`src/rtl/adder_accumulate_ctrl_if.sv`:
```
// Bundle for the accumulator controller: operand stream, external adder link, result stream.
interface adder_accumulate_ctrl_if #(
  parameter int unsigned COUNT_W = 8
);
  logic               in_valid;
  logic               in_ready;
  logic [31:0]        in_data;
  logic               in_sub;
  logic               in_last;
  logic [31:0]        add_a;
  logic [31:0]        add_b;
  logic               add_cin;
  logic [31:0]        add_sum;
  logic               add_ovf;
  logic               out_valid;
  logic               out_ready;
  logic [31:0]        out_sum;
  logic               out_ovf;
  logic [COUNT_W-1:0] out_count;

  // Controller side
  modport slave (
    input  in_valid, in_data, in_sub, in_last, add_sum, add_ovf, out_ready,
    output in_ready, add_a, add_b, add_cin, out_valid, out_sum, out_ovf, out_count
  );

  // Environment side: operand source, adder and result sink
  modport master (
    output in_valid, in_data, in_sub, in_last, add_sum, add_ovf, out_ready,
    input  in_ready, add_a, add_b, add_cin, out_valid, out_sum, out_ovf, out_count
  );
endinterface

```
`src/rtl/adder_accumulate_ctrl.sv`:
```
// Frame accumulator: adds/subtracts a stream of signed operands through an external
// 32-bit adder and returns the frame sum with sticky overflow and operand count.
module adder_accumulate_ctrl #(
  parameter bit          SATURATE = 1'b1,
  parameter int unsigned COUNT_W  = 8
) (
  input  logic                   clk,
  input  logic                   rst,
  adder_accumulate_ctrl_if.slave bus
);

  localparam logic [COUNT_W-1:0] CNT_MAX = '1;
  localparam logic [31:0]        POS_MAX = 32'h7FFF_FFFF;
  localparam logic [31:0]        NEG_MIN = 32'h8000_0000;

  typedef enum logic [1:0] {
    IDLE  = 2'd0,
    ACCUM = 2'd1,
    DONE  = 2'd2
  } state_t;

  state_t             state, state_d;
  logic [31:0]        acc, acc_d;
  logic               ovf, ovf_d;
  logic [COUNT_W-1:0] count, count_d;
  logic [31:0]        next_val;
  logic               accept;

  // Adder operands: first operand of a frame is added to zero; subtraction is a + ~b + 1
  assign bus.add_a   = (state == IDLE) ? 32'h0 : acc;
  assign bus.add_b   = bus.in_sub ? ~bus.in_data : bus.in_data;
  assign bus.add_cin = bus.in_sub;

  // Handshakes and result come straight from the state/datapath registers
  assign bus.in_ready  = !rst && (state != DONE);
  assign bus.out_valid = (state == DONE);
  assign bus.out_sum   = acc;
  assign bus.out_ovf   = ovf;
  assign bus.out_count = count;

  assign accept = bus.in_valid && bus.in_ready;

  // Clamp direction follows the effective addend sign: positive addend can only overflow upward
  always_comb begin
    next_val = bus.add_sum;
    if (SATURATE && bus.add_ovf) begin
      next_val = bus.add_b[31] ? NEG_MIN : POS_MAX;
    end
  end

  // Next-state and datapath update
  always_comb begin
    state_d = state;
    acc_d   = acc;
    ovf_d   = ovf;
    count_d = count;
    case (state)
      IDLE: begin
        if (accept) begin
          acc_d   = next_val;
          ovf_d   = bus.add_ovf;
          count_d = COUNT_W'(1);
          state_d = bus.in_last ? DONE : ACCUM;
        end
      end
      ACCUM: begin
        if (accept) begin
          acc_d   = next_val;
          ovf_d   = ovf | bus.add_ovf;
          if (count != CNT_MAX) begin
            count_d = count + COUNT_W'(1);
          end
          if (bus.in_last) begin
            state_d = DONE;
          end
        end
      end
      DONE: begin
        if (bus.out_ready) begin
          state_d = IDLE;
          acc_d   = 32'h0;
          ovf_d   = 1'b0;
          count_d = '0;
        end
      end
      default: begin
        state_d = IDLE;
      end
    endcase
  end

  // State register
  always_ff @(posedge clk) begin
    if (rst) begin
      state <= IDLE;
    end else begin
      state <= state_d;
    end
  end

  // Accumulator, sticky overflow and operand counter
  always_ff @(posedge clk) begin
    if (rst) begin
      acc   <= 32'h0;
      ovf   <= 1'b0;
      count <= '0;
    end else begin
      acc   <= acc_d;
      ovf   <= ovf_d;
      count <= count_d;
    end
  end

endmodule
```
`src/flat_wrapper.sv`:
```
// flat-port wrapper written by rule: the top's interface ports become plain ports
module adder_accumulate_ctrl_flat 
#(
  parameter bit          SATURATE = 1'b1,
  parameter int unsigned COUNT_W  = 8
)
  (clk, rst, bus_in_valid, bus_in_data, bus_in_sub, bus_in_last, bus_add_sum, bus_add_ovf, bus_out_ready, bus_in_ready, bus_add_a, bus_add_b, bus_add_cin, bus_out_valid, bus_out_sum, bus_out_ovf, bus_out_count);
  adder_accumulate_ctrl_if #(.COUNT_W(COUNT_W)) bus_i ();
  input  logic clk;
  input  logic rst;
  input wire logic [$bits(bus_i.in_valid)-1:0] bus_in_valid;
  input wire logic [$bits(bus_i.in_data)-1:0] bus_in_data;
  input wire logic [$bits(bus_i.in_sub)-1:0] bus_in_sub;
  input wire logic [$bits(bus_i.in_last)-1:0] bus_in_last;
  input wire logic [$bits(bus_i.add_sum)-1:0] bus_add_sum;
  input wire logic [$bits(bus_i.add_ovf)-1:0] bus_add_ovf;
  input wire logic [$bits(bus_i.out_ready)-1:0] bus_out_ready;
  output wire logic [$bits(bus_i.in_ready)-1:0] bus_in_ready;
  output wire logic [$bits(bus_i.add_a)-1:0] bus_add_a;
  output wire logic [$bits(bus_i.add_b)-1:0] bus_add_b;
  output wire logic [$bits(bus_i.add_cin)-1:0] bus_add_cin;
  output wire logic [$bits(bus_i.out_valid)-1:0] bus_out_valid;
  output wire logic [$bits(bus_i.out_sum)-1:0] bus_out_sum;
  output wire logic [$bits(bus_i.out_ovf)-1:0] bus_out_ovf;
  output wire logic [$bits(bus_i.out_count)-1:0] bus_out_count;
  assign bus_i.in_valid = bus_in_valid;
  assign bus_i.in_data = bus_in_data;
  assign bus_i.in_sub = bus_in_sub;
  assign bus_i.in_last = bus_in_last;
  assign bus_i.add_sum = bus_add_sum;
  assign bus_i.add_ovf = bus_add_ovf;
  assign bus_i.out_ready = bus_out_ready;
  assign bus_in_ready = bus_i.in_ready;
  assign bus_add_a = bus_i.add_a;
  assign bus_add_b = bus_i.add_b;
  assign bus_add_cin = bus_i.add_cin;
  assign bus_out_valid = bus_i.out_valid;
  assign bus_out_sum = bus_i.out_sum;
  assign bus_out_ovf = bus_i.out_ovf;
  assign bus_out_count = bus_i.out_count;
  adder_accumulate_ctrl #(.SATURATE(SATURATE), .COUNT_W(COUNT_W)) u_core (.clk(clk), .rst(rst), .bus(bus_i));
endmodule
```
`config.mk`:
```
export PLATFORM = sky130hd
export DESIGN_NAME = adder_accumulate_ctrl_flat
export DESIGN_NICKNAME = d
export VERILOG_FILES = /design/src/rtl/adder_accumulate_ctrl_if.sv /design/src/rtl/adder_accumulate_ctrl.sv /design/src/flat_wrapper.sv
export SDC_FILE = /design/constraint.sdc
export NUM_CORES = 1
export LEC_CHECK = 0
export BUFFER_PORTS_ARGS = -buffer_cell sky130_fd_sc_hd__buf_2
export CORE_MARGIN = 2
export CORE_UTILIZATION = 40
export DETAILED_ROUTE_END_ITERATION = 7
export PLACE_DENSITY = 0.79
export REMOVE_ABC_BUFFERS = 1
export SYNTH_ARGS = -nofsm -noshare
export SYNTH_HDL_FRONTEND = slang
export SYNTH_SLANG_ARGS = --single-unit
```
`constraint.sdc`:
```
create_clock -name clk -period 3.1 [get_ports clk]
set_input_delay 0.31 -clock clk [delete_from_list [all_inputs] [get_ports clk]]
set_output_delay 0.31 -clock clk [all_outputs]
set_load 0.005 [all_outputs]
```
==> results of run 1 <==
-- critical path: cells and delay by family (launching register included) --
family | cells | cell delay, ns
AND/OR/NAND/NOR | 2 | 0.90
flip-flops | 1 | 0.38
AO/OA/AOI/OAI | 2 | 0.45
adder cells (fa/ha/maj) | 1 | 0.30
buffers and inverters | 2 | 0.29
-- worst paths after layout --
path	to	slack (ns)	cells past startpoint
worst max register to register	u_core.bus.out_count[3]	0.66	7
worst min register to register	u_core.bus.out_sum[0]	0.47	2
worst min-delay path	u_core.bus.out_sum[7]	0.30	3
worst max-delay path	u_core.bus.out_count[3]	0.66	7
-- sequential cells by signal, indices dropped and copies added, names as in the netlist --
register / flops
u_core.bus.out_count: 8
u_core.state: 2
u_core.bus.out_sum: 32
u_core.bus.out_ovf: 1
-- power by group through the flow --
stage / clock [uW] / combinational [uW] / sequential, uW
floorplan: 0 / 128 / 617
global placement: 0 / 305 / 617
detailed placement: 0 / 311 / 619
CTS: 353 / 313 / 606
global route: 377 / 344 / 610
finish: 345 / 311 / 605
-- cell type report --
cell class | instances | area share (%)
Multi-Input combinational cell | 230 | 42.0
Clock inverter | 2 | 0.364
Sequential cell | 43 | 25.0
Inverter | 7 | 0.764
Timing Repair Buffer | 183 | 27.0
Tap cell | 75 | 2.73
Clock buffer | 6 | 2.11
-- cell families (layout without fill, tap and decap cells) --
family / Yosys count / count (layout) / share of synthesized area [%]
AOI/OAI and AO/OA: 91 / 91 / 21.3
xor gates and xnor gates: 32 / 32 / 11.5
adders and majority gates: 5 / 5 / 2.57
buffers and inverters: 35 / 198 / 6.01
DFF: 43 / 43 / 35.3
muxes: 1 / 1 / 0.616
and+or+nand+nor: 101 / 101 / 22.7
-- layer usage --
| layer | vias to the layer above | global-route usage [%] | share of wire [%] |
|---|---|---|---|
| met1 | 1275 | 24.8 | 43 |
| met5 | - | 0 | 0 |
| met4 | 0 | 4.83 | 0.44 |
| li1 | 1374 | - | - |
| met3 | 4 | 3.96 | 6.0 |
| met2 | 83 | 35.4 | 50 |
-- stage by stage --
stage | cells | utilization (%) | total power [uW]
after floorplan | 280 | - | 745
after global placement | 538 | 56.6 | 922
after detailed placement | 538 | 56.6 | 930
after CTS | 546 | 58.1 | 1270
after global routing | 546 | 58.1 | 1330
final | 546 | 58.1 | 1260
-- synthesized netlist by cell type, drive strengths merged, types with 2 or more instances --
| cell type | count |
|---|---|
| a2111oi | 2 |
| a21oi | 41 |
| and3 | 2 |
| buf | 6 |
| clkbuf | 22 |
| dfxtp | 43 |
| ha | 5 |
| inv | 7 |
| nand2 | 37 |
| nand3 | 2 |
| nand4 | 2 |
| nor2 | 5 |
| nor2b | 37 |
| nor4 | 2 |
| o211a | 2 |
| o21ai | 35 |
| o31ai | 2 |
| o41ai | 6 |
| or4 | 6 |
| or4b | 2 |
| xor2 | 32 |
==> results.md, run 1 <==
* CP max stage cell: or4_4
* Power share of the combinational group at 24.7%
* Yosys cell types at 37
* Wire length of the first global-routing pass at 10700 um
* IR drop worst, VDD at 208 uV
* Arrival time of data at the critical path endpoint at 2.62 ns
* # port buffers at 178
* Lkg Pwr at 0.00169 uW
* Worst hold start: bus_add_sum[7]
* Setup repair after global routing missed its margin: false
* Largest net degree at the start of global routing at 35
* Post-synthesis instance area at 2440 um2
* Startpoint class of the critical path: flip-flop
* Dominant register cell in the synthesized netlist: dfxtp_1
* Final count of negative-setup-slack endpoints at 0
* Tot GR Track Use at 20.0%
* Register bit total from synthesis at 43
* Part of the total power dissipated in the clock network at 27.4%
* Sw Pwr at 374 uW
* Post-placement setup slack at 0.685 ns
* EDFF count, synth at 0
* Gr ovfl total at 0
* Fraction of layout instances using a drive strength above 1 at 41.6%
* Final critical-path share of the clock period at 78.7%
* Fraction of post-synthesis cell area in the top cell type by area at 35.3%
* Class of the most critical hold timing path: primary input to flip-flop
* Pins Over Slew Limit at 0
* Post-synthesis average cell area at 7.91 um2
* Number of buffers created by CTS at 5
* Die footprint at 6730 um2
* Highest clock rate at 410 MHz
* CTS Buffer Depth at 2
* Resized Gates After CTS at 0
* Endpoint class of the critical path: flip-flop
* Final-report hold violation count at 0
* Number of antenna violations at the first check in global routing at 0
* Later-pin clock latency in the skew report at 0.29 ns
* CTS root buffer: clkbuf_8
* CP Data Required Time at 3.28 ns
* Final instance area at 3440 um2
* Sequential element share of the synthesized area at 35.3%
* Leading cell type in the layout, fill and taps excluded: buf_2
* I/O pin total at 179
* Post-CTS Setup Bufs at 0
* Portion of total power attributed to sequential cells at 48.0%
* Worst-path fanout max at 18
* Clock transition at the register clock pins on the worst setup and hold paths after CTS at 0.08 ns
* Die height at 82.1 um
* Number of warnings reported in the yosys synthesis log at 0
* Storage cell area at 861 um2
* Area of the multi-input gates at 1440 um2
* Antenna Violating Nets Remaining at 0
* Site row count at 28
* Die X-Extent at 82.1 um
* Cell internal power dissipation at 888 uW
* First-iteration detailed-routing DRC count at 92
* Total negative slack for setup checks at 0 ns
* Slew @ Worst Pin at 0.575 ns
* Number of fill cells at 564
* Leading cell types by total area after synthesis: dfxtp_1 (35%), xor2_1 (11%), nor2b_1 (9.5%)
* Post-Synthesis Cells at 308
* Worst rel slew slack at 61.7%
* Worst Setup Slack, final at 0.661 ns
* Fin crit period at 2.44 ns
* Ratio of routed vias to standard cells at 5.01
* Weighted congestion at the end of routability-driven global placement at 0.854
* Nets@finish at 546
* Core area at 5920 um2
* Post-Place Cell Area at 3350 um2
* Clk_skew at 0.00549 ns
* Drt wl/cell at 13.4 um
* Hold_buf cts at 0
* Power per standard cell area at 367 nW/um2
* Post-synthesis to final-layout area growth at 41.0%
* DRC violation count after routing at 0
* WL final at 7310 um
* Type of the setup path with the least slack: flip-flop to flip-flop
* Number of sinks handled by clock tree synthesis at 43
* Sum of net half-perimeters after detailed placement at 5410 um
* Proportion of register bits with asynchronous set or reset after synthesis at 0%
* H-tree level count at 2
* Final antenna diode count at 0
* Most used cells in the layout excluding fill and tap cells: buf_2 (178), dfxtp_1 (43), a21oi_1 (41), nor2b_1 (37), nand2_1 (37)
* Vias in the first global route at 2280
* Cell taking the most area after synthesis: dfxtp_1
* Total number of vias at 2736
* Switching share of power at 29.6%
* Clock tree from TritonCTS: yes
* Result of the run: completed
* CP max stage delay at 0.54 ns
* Iteration count of the initial detailed-routing pass at 4
* Cells along the critical path: inv_1 > ha_1 > nor2_1 > a21oi_1 > buf_4 > or4_4 > o41ai_1
* CP Launch Point: u_core.state[1]
* Hold Slack at 0.298 ns
* Max-capacitance violation count at 0
* Initial core utilization at 41.2%
* Reg2reg start: u_core.state[1]
Note: power is estimated with default switching activity, not from simulation.
==> inputs of run 2 (changes only) <==
CORE_UTILIZATION = 37   (was 40)
PLACE_DENSITY = 0.77   (was 0.79)
clock period = 2.1 ns   (was 3.1 ns; I/O delays follow)
==> results.md, run 2 (same netlist as run 1, synthesis figures left out) <==
* DRC violation count after routing at 0
* Result of the run: completed
* Lkg Pwr at 0.00178 uW
* Setup repair after global routing missed its margin: false
* H-tree level count at 2
* Initial core utilization at 38.4%
* I/O pin total at 179
* Drt wl/cell at 14.1 um
* Number of antenna violations at the first check in global routing at 0
* Wire length of the first global-routing pass at 11900 um
* Final antenna diode count at 0
* Number of fill cells at 611
* Final-report hold violation count at 0
* Weighted congestion at the end of routability-driven global placement at 0.918
* Max-capacitance violation count at 0
* IR drop worst, VDD at 330 uV
* First-iteration detailed-routing DRC count at 97
* Antenna Violating Nets Remaining at 0
* Fraction of layout instances using a drive strength above 1 at 44.3%
* Leading cell type in the layout, fill and taps excluded: buf_2
* CTS root buffer: clkbuf_8
* Clock tree from TritonCTS: yes
* Highest clock rate at 491 MHz
* Number of buffers created by CTS at 5
* End-of-flow core utilization at 56.7%
* Die height at 85.2 um
* Largest net degree at the start of global routing at 34
* Tot GR Track Use at 19.8%
* Post-synthesis to final-layout area growth at 47.8%
* Later-pin clock latency in the skew report at 0.29 ns
* CP Data Required Time at 2.33 ns
* CTS Buffer Depth at 2
* Class of the most critical hold timing path: primary input to flip-flop
* WL final at 7940 um
* Site row count at 29
* Endpoint class of the critical path: flip-flop
* Final critical-path share of the clock period at 97.0%
* Worst-path fanout max at 6
* Die footprint at 7250 um2
* Sum of net half-perimeters after detailed placement at 5730 um
* Largest register FFs at 32
* Most used cells in the layout excluding fill and tap cells: buf_2 (178), dfxtp_1 (42), a21oi_1 (40), nor2b_1 (37), nand2_1 (37)
* Core area at 6350 um2
* Type of the setup path with the least slack: flip-flop to flip-flop
* Nets@finish at 561
* Ratio of routed vias to standard cells at 4.98
* Number of sinks handled by clock tree synthesis at 43
* Hold Slack at 0.202 ns
* Arrival time of data at the critical path endpoint at 2.27 ns
* Post-placement setup slack at -0.0824 ns
* Power per standard cell area at 561 nW/um2
* Overall Power at 2020 uW
* # port buffers at 178
* Gr ovfl total at 0
* Clock transition at the register clock pins on the worst setup and hold paths after CTS at 0.08 ns
* Startpoint class of the critical path: flip-flop
* Total number of vias at 2801
* Final count of negative-setup-slack endpoints at 0
* Worst Setup Slack, final at 0.0633 ns
* Slack of the worst reg-to-reg path at 0.06 ns
* Clk_skew at 0.00684 ns
* Worst rel slew slack at 66.9%
* Slew @ Worst Pin at 0.497 ns
* Die X-Extent at 85.2 um
* Vias in the first global route at 2498
* Fin crit period at 2.04 ns
* Total negative slack for setup checks at 0 ns
* Pins Over Slew Limit at 0
* Iteration count of the initial detailed-routing pass at 4
==> run 2: power by group <==
group / switching, uW / total (uW) / internal [uW]
clock network: 282 / 631 / 349
registers: 30.1 / 891 / 861
logic: 260 / 501 / 241
total: 572 / 2020 / 1450
==> run 2: critical path, stage by stage, from the launching register on <==
cell	delay [ns]
dfxtp_1	0.34
inv_1	0.09
ha_4	0.19
or3b_4	0.42
mux2_4	0.29
or4_1	0.50
a21oi_1	0.15
==> run 2: area by class of cell <==
cell class,count,area [um2],area share [%]
tap,77,96.3,2.67
clock buffer,6,72.6,2.01
sequential,43,862,23.9
multi-input combinational,230,1470,40.7
timing repair buffer,198,1050,29.1
clock inverter,1,30.0,0.834
inverter,7,26.3,0.729
==> run 2: final timing paths <==
kind / from / end / depth (start not counted)
max: u_core.state[0] / u_core.bus.out_sum[31] / 6
min: bus_add_sum[7] / u_core.bus.out_sum[7] / 3
min reg2reg: u_core.bus.out_sum[22] / u_core.bus.out_sum[22] / 2
max reg2reg: u_core.state[0] / u_core.bus.out_sum[31] / 6
==> run 2: per-layer routing <==
metal | routed length (um) | up-vias | GRT usage, %
met5 | 0 | - | 0
met4 | 44 | 0 | 4.76
met3 | 489 | 7 | 3.31
met2 | 3830 | 106 | 32.8
met1 | 3570 | 1284 | 26.9
li1 | - | 1404 | -
==> run 2: repair_timing <==
action,4_1_cts,5_1_grt
pin swaps,0,1
resized for setup,3,6
hold buffers,0,0
setup buffers,0,1
gates cloned,0,1
endpoints found under the setup margin,3,24
==> run 2: stage by stage <==
stage	cell area [um2]	instances
after global routing	3600	562
after detailed placement	3450	553
after floorplan	2320	280
after CTS	3570	560
final	3600	562
after global placement	3450	553
==> inputs of run 3 (changes only) <==
ABC_AREA = 1   (was unset)
CORE_UTILIZATION = 38   (was 37)
==> results.md, run 3 <==
* Leading cell types by total area after synthesis: dfxtp_1 (32%), xor2_1 (10%), nand2_1 (9.7%)
* Post-synthesis to final-layout area growth at 37.4%
* Portion of total power attributed to sequential cells at 34.5%
* Post-placement setup slack at 0.175 ns
* Pins Over Slew Limit at 0
* Terminus of the critical flop-to-flop path: u_core.bus.out_sum[8]
* Post-Place Cell Area at 3570 um2
* Slack of the worst reg-to-reg path at 0.13 ns
* Placed cell count at 634
* Nets@finish at 622
* CTS root buffer: clkbuf_8
* Worst-path fanout max at 16
* Sum of net half-perimeters after detailed placement at 6420 um
* Non-filler instance count after layout at 645
* Drt wl/cell at 13.3 um
* Sw Pwr at 1330 uW
* Initial core utilization at 39.4%
* Number of buffers created by CTS at 5
* Core area at 6790 um2
* Result of the run: completed
* Cell internal power dissipation at 1720 uW
* Max-capacitance violation count at 0
* Most used cells in the layout excluding fill and tap cells: buf_2 (178), nand2_1 (68), inv_1 (54), nor2_1 (45), dfxtp_1 (43)
* Yosys cell types at 27
* Hold_buf cts at 0
* Switching share of power at 43.5%
* Die X-Extent at 87.9 um
* Site row count at 30
* Arrival time of data at the critical path endpoint at 2.13 ns
* Lkg Pwr at 0.00184 uW
* Final-report hold violation count at 0
* I/O pin total at 179
* CTS Buffer Depth at 2
* Proportion of register bits with asynchronous set or reset after synthesis at 0%
* Part of the total power dissipated in the clock network at 16.6%
* Storage cell area at 861 um2
* Gr ovfl total at 0
* CP max stage delay at 0.37 ns
* WL final at 8580 um
* Dominant register cell in the synthesized netlist: dfxtp_1
* Number of warnings reported in the yosys synthesis log at 0
* IR drop worst, VDD at 307 uV
* Fin crit period at 1.97 ns
* Cells along the critical path: inv_1 > ha_1 > nor2_4 > nand2_4 > nand2_4 > o211ai_2 > nand2_1 > a21oi_1
* Cell with the most instances on the worst path: nand2_4
* Clk_skew at 0.00625 ns
* Iteration count of the initial detailed-routing pass at 4
* Fraction of post-synthesis cell area in the top cell type by area at 32.2%
* # port buffers at 178
* Die height at 87.9 um
* EDFF count, synth at 0
* Die footprint at 7730 um2
* Area of the multi-input gates at 1450 um2
* Worst rel slew slack at 47.8%
* Worst Setup Slack, final at 0.129 ns
* Reg2reg start: u_core.state[0]
* Antenna Violating Nets Remaining at 0
* Cell taking the most area after synthesis: dfxtp_1
* Setup repair after global routing missed its margin: false
* CP max stage cell: dfxtp_1
* Clock transition at the register clock pins on the worst setup and hold paths after CTS at 0.08 ns
* Fraction of layout instances using a drive strength above 1 at 37.7%
* End-of-flow core utilization at 54.1%
* Startpoint class of the critical path: flip-flop
* Dominant cell by count in the synthesized netlist: nand2_1
* Vias in the first global route at 2700
* Wire length of the first global-routing pass at 12700 um
* Total negative slack for setup checks at 0 ns
* Weighted congestion at the end of routability-driven global placement at 0.871
* Number of fill cells at 687
* Number of sinks handled by clock tree synthesis at 43
* Largest net degree at the start of global routing at 40
* Post-Synthesis Cells at 380
* Power share of the combinational group at 48.9%
* H-tree level count at 2
* Min-Delay Endpoint: u_core.bus.out_sum[3]
* Final count of negative-setup-slack endpoints at 0
* Total number of vias at 2977
* Highest clock rate at 507 MHz
* Ratio of routed vias to standard cells at 4.62
* Register bit total from synthesis at 43
* Tot GR Track Use at 20.9%
* CP Data Required Time at 2.26 ns
* Most frequent cells after synthesis: nand2_1 (69), inv_1 (54), nor2_1 (45), dfxtp_1 (43), a21oi_1 (41)
* Endpoint class of the critical path: flip-flop
* Worst hold start: bus_add_sum[3]
* Final critical-path share of the clock period at 93.9%
* First-iteration detailed-routing DRC count at 193
* Number of antenna violations at the first check in global routing at 2
* Post-synthesis average cell area at 7.04 um2
* DRC violation count after routing at 0
* Instance count along the most critical hold path at 3
* Class of the most critical hold timing path: primary input to flip-flop
* Slew @ Worst Pin at 0.781 ns
* Leading cell type in the layout, fill and taps excluded: buf_2
* Final instance area at 3680 um2
* Largest register FFs at 32
* Length in cells of the worst reg-to-reg path at 8
* Sequential element share of the synthesized area at 32.2%
* Clock tree from TritonCTS: yes
* Type of the setup path with the least slack: flip-flop to flip-flop
* Power per standard cell area at 828 nW/um2
* Later-pin clock latency in the skew report at 0.29 ns
* Post-synthesis instance area at 2680 um2
## run 3: cell count changes in the layout (fill, tap and decap cells not counted), sizes merged, moves of 3 or more
cell,previous run,this run
o41ai,6,0
or4,6,0
nor3,0,3
nor2,5,48
o211ai,0,33
inv,7,55
buf,197,185
nand3,2,13
nor2b,37,0
o21ai,35,3
nand2,37,72
## run 3: metal layers
metal / global-route usage (%) / wire, um / vias to the layer above
met3: 3.68 / 514 / 12
met1: 23.4 / 3320 / 1309
li1: - / - / 1534
met4: 8.39 / 201 / 0
met2: 39.0 / 4540 / 122
met5: 0 / 0 / -
## run 3: how the worst max path moves through the flow
stage,cells after the start,from,end,slack [ns]
floorplan,6,u_core.state[0],u_core.bus.out_sum[0],0.004
global placement,7,u_core.state[0],u_core.bus.out_sum[25],0.26
detailed placement,7,u_core.state[0],u_core.bus.out_sum[8],0.18
CTS,7,u_core.state[0],u_core.bus.out_sum[16],0.15
global route,8,u_core.state[0],u_core.bus.out_sum[13],0.04
finish,8,u_core.state[0],u_core.bus.out_sum[8],0.13
## run 3: final cells by class
| type | instances | share of cell area [%] |
|---|---|---|
| Inverter | 56 | 5.75 |
| Clock buffer | 7 | 2.08 |
| Antenna cell | 2 | 0.136 |
| Timing Repair Buffer | 185 | 25.7 |
| Multi-Input combinational cell | 255 | 39.6 |
| Sequential cell | 43 | 23.4 |
| Clock inverter | 1 | 0.136 |
| Tap cell | 96 | 3.27 |
## run 3: power groups by stage
| stage | Combinational [uW] | Clock, uW | Sequential (uW) |
|---|---|---|---|
| 4_1_cts | 1440 | 520 | 1050 |
| 5_1_grt | 1670 | 552 | 1070 |
| 3_5_place_dp | 1440 | 0 | 1070 |
| 6_report | 1490 | 504 | 1050 |
| 2_1_floorplan | 847 | 0 | 1060 |
| 3_3_place_gp | 1410 | 0 | 1060 |
## run 3: cell families after synthesis
family	synth area share, %
and+or+nand+nor	22.6
xor gates and xnor gates	10.1
buffers and inverters	14.1
AOI/OAI and AO/OA	18.7
DFF	32.2
adders and majority gates	2.34
## run 3: critical path, delay by kind of cell (launching register included)
kind / cells / cell delay (ns)
buffers and inverters: 1 / 0.10
AOI/OAI and AO/OA: 2 / 0.42
adders and majority gates: 1 / 0.37
DFF: 1 / 0.37
and+or+nand+nor: 4 / 0.56
## run 3: repair_timing
action / in CTS / in global routing
resized for setup: 0 / 1
buffers inserted: 0 / 0
endpoints found under the setup margin: 0 / 6
## run 3: stage by stage
stage / total power (uW) / hold WS [ns]
after global routing: 3290 / 0.204
after global placement: 2470 / 0.464
after floorplan: 1910 / 0.279
after CTS: 3010 / 0.199
after detailed placement: 2510 / 0.473
final: 3040 / 0.207
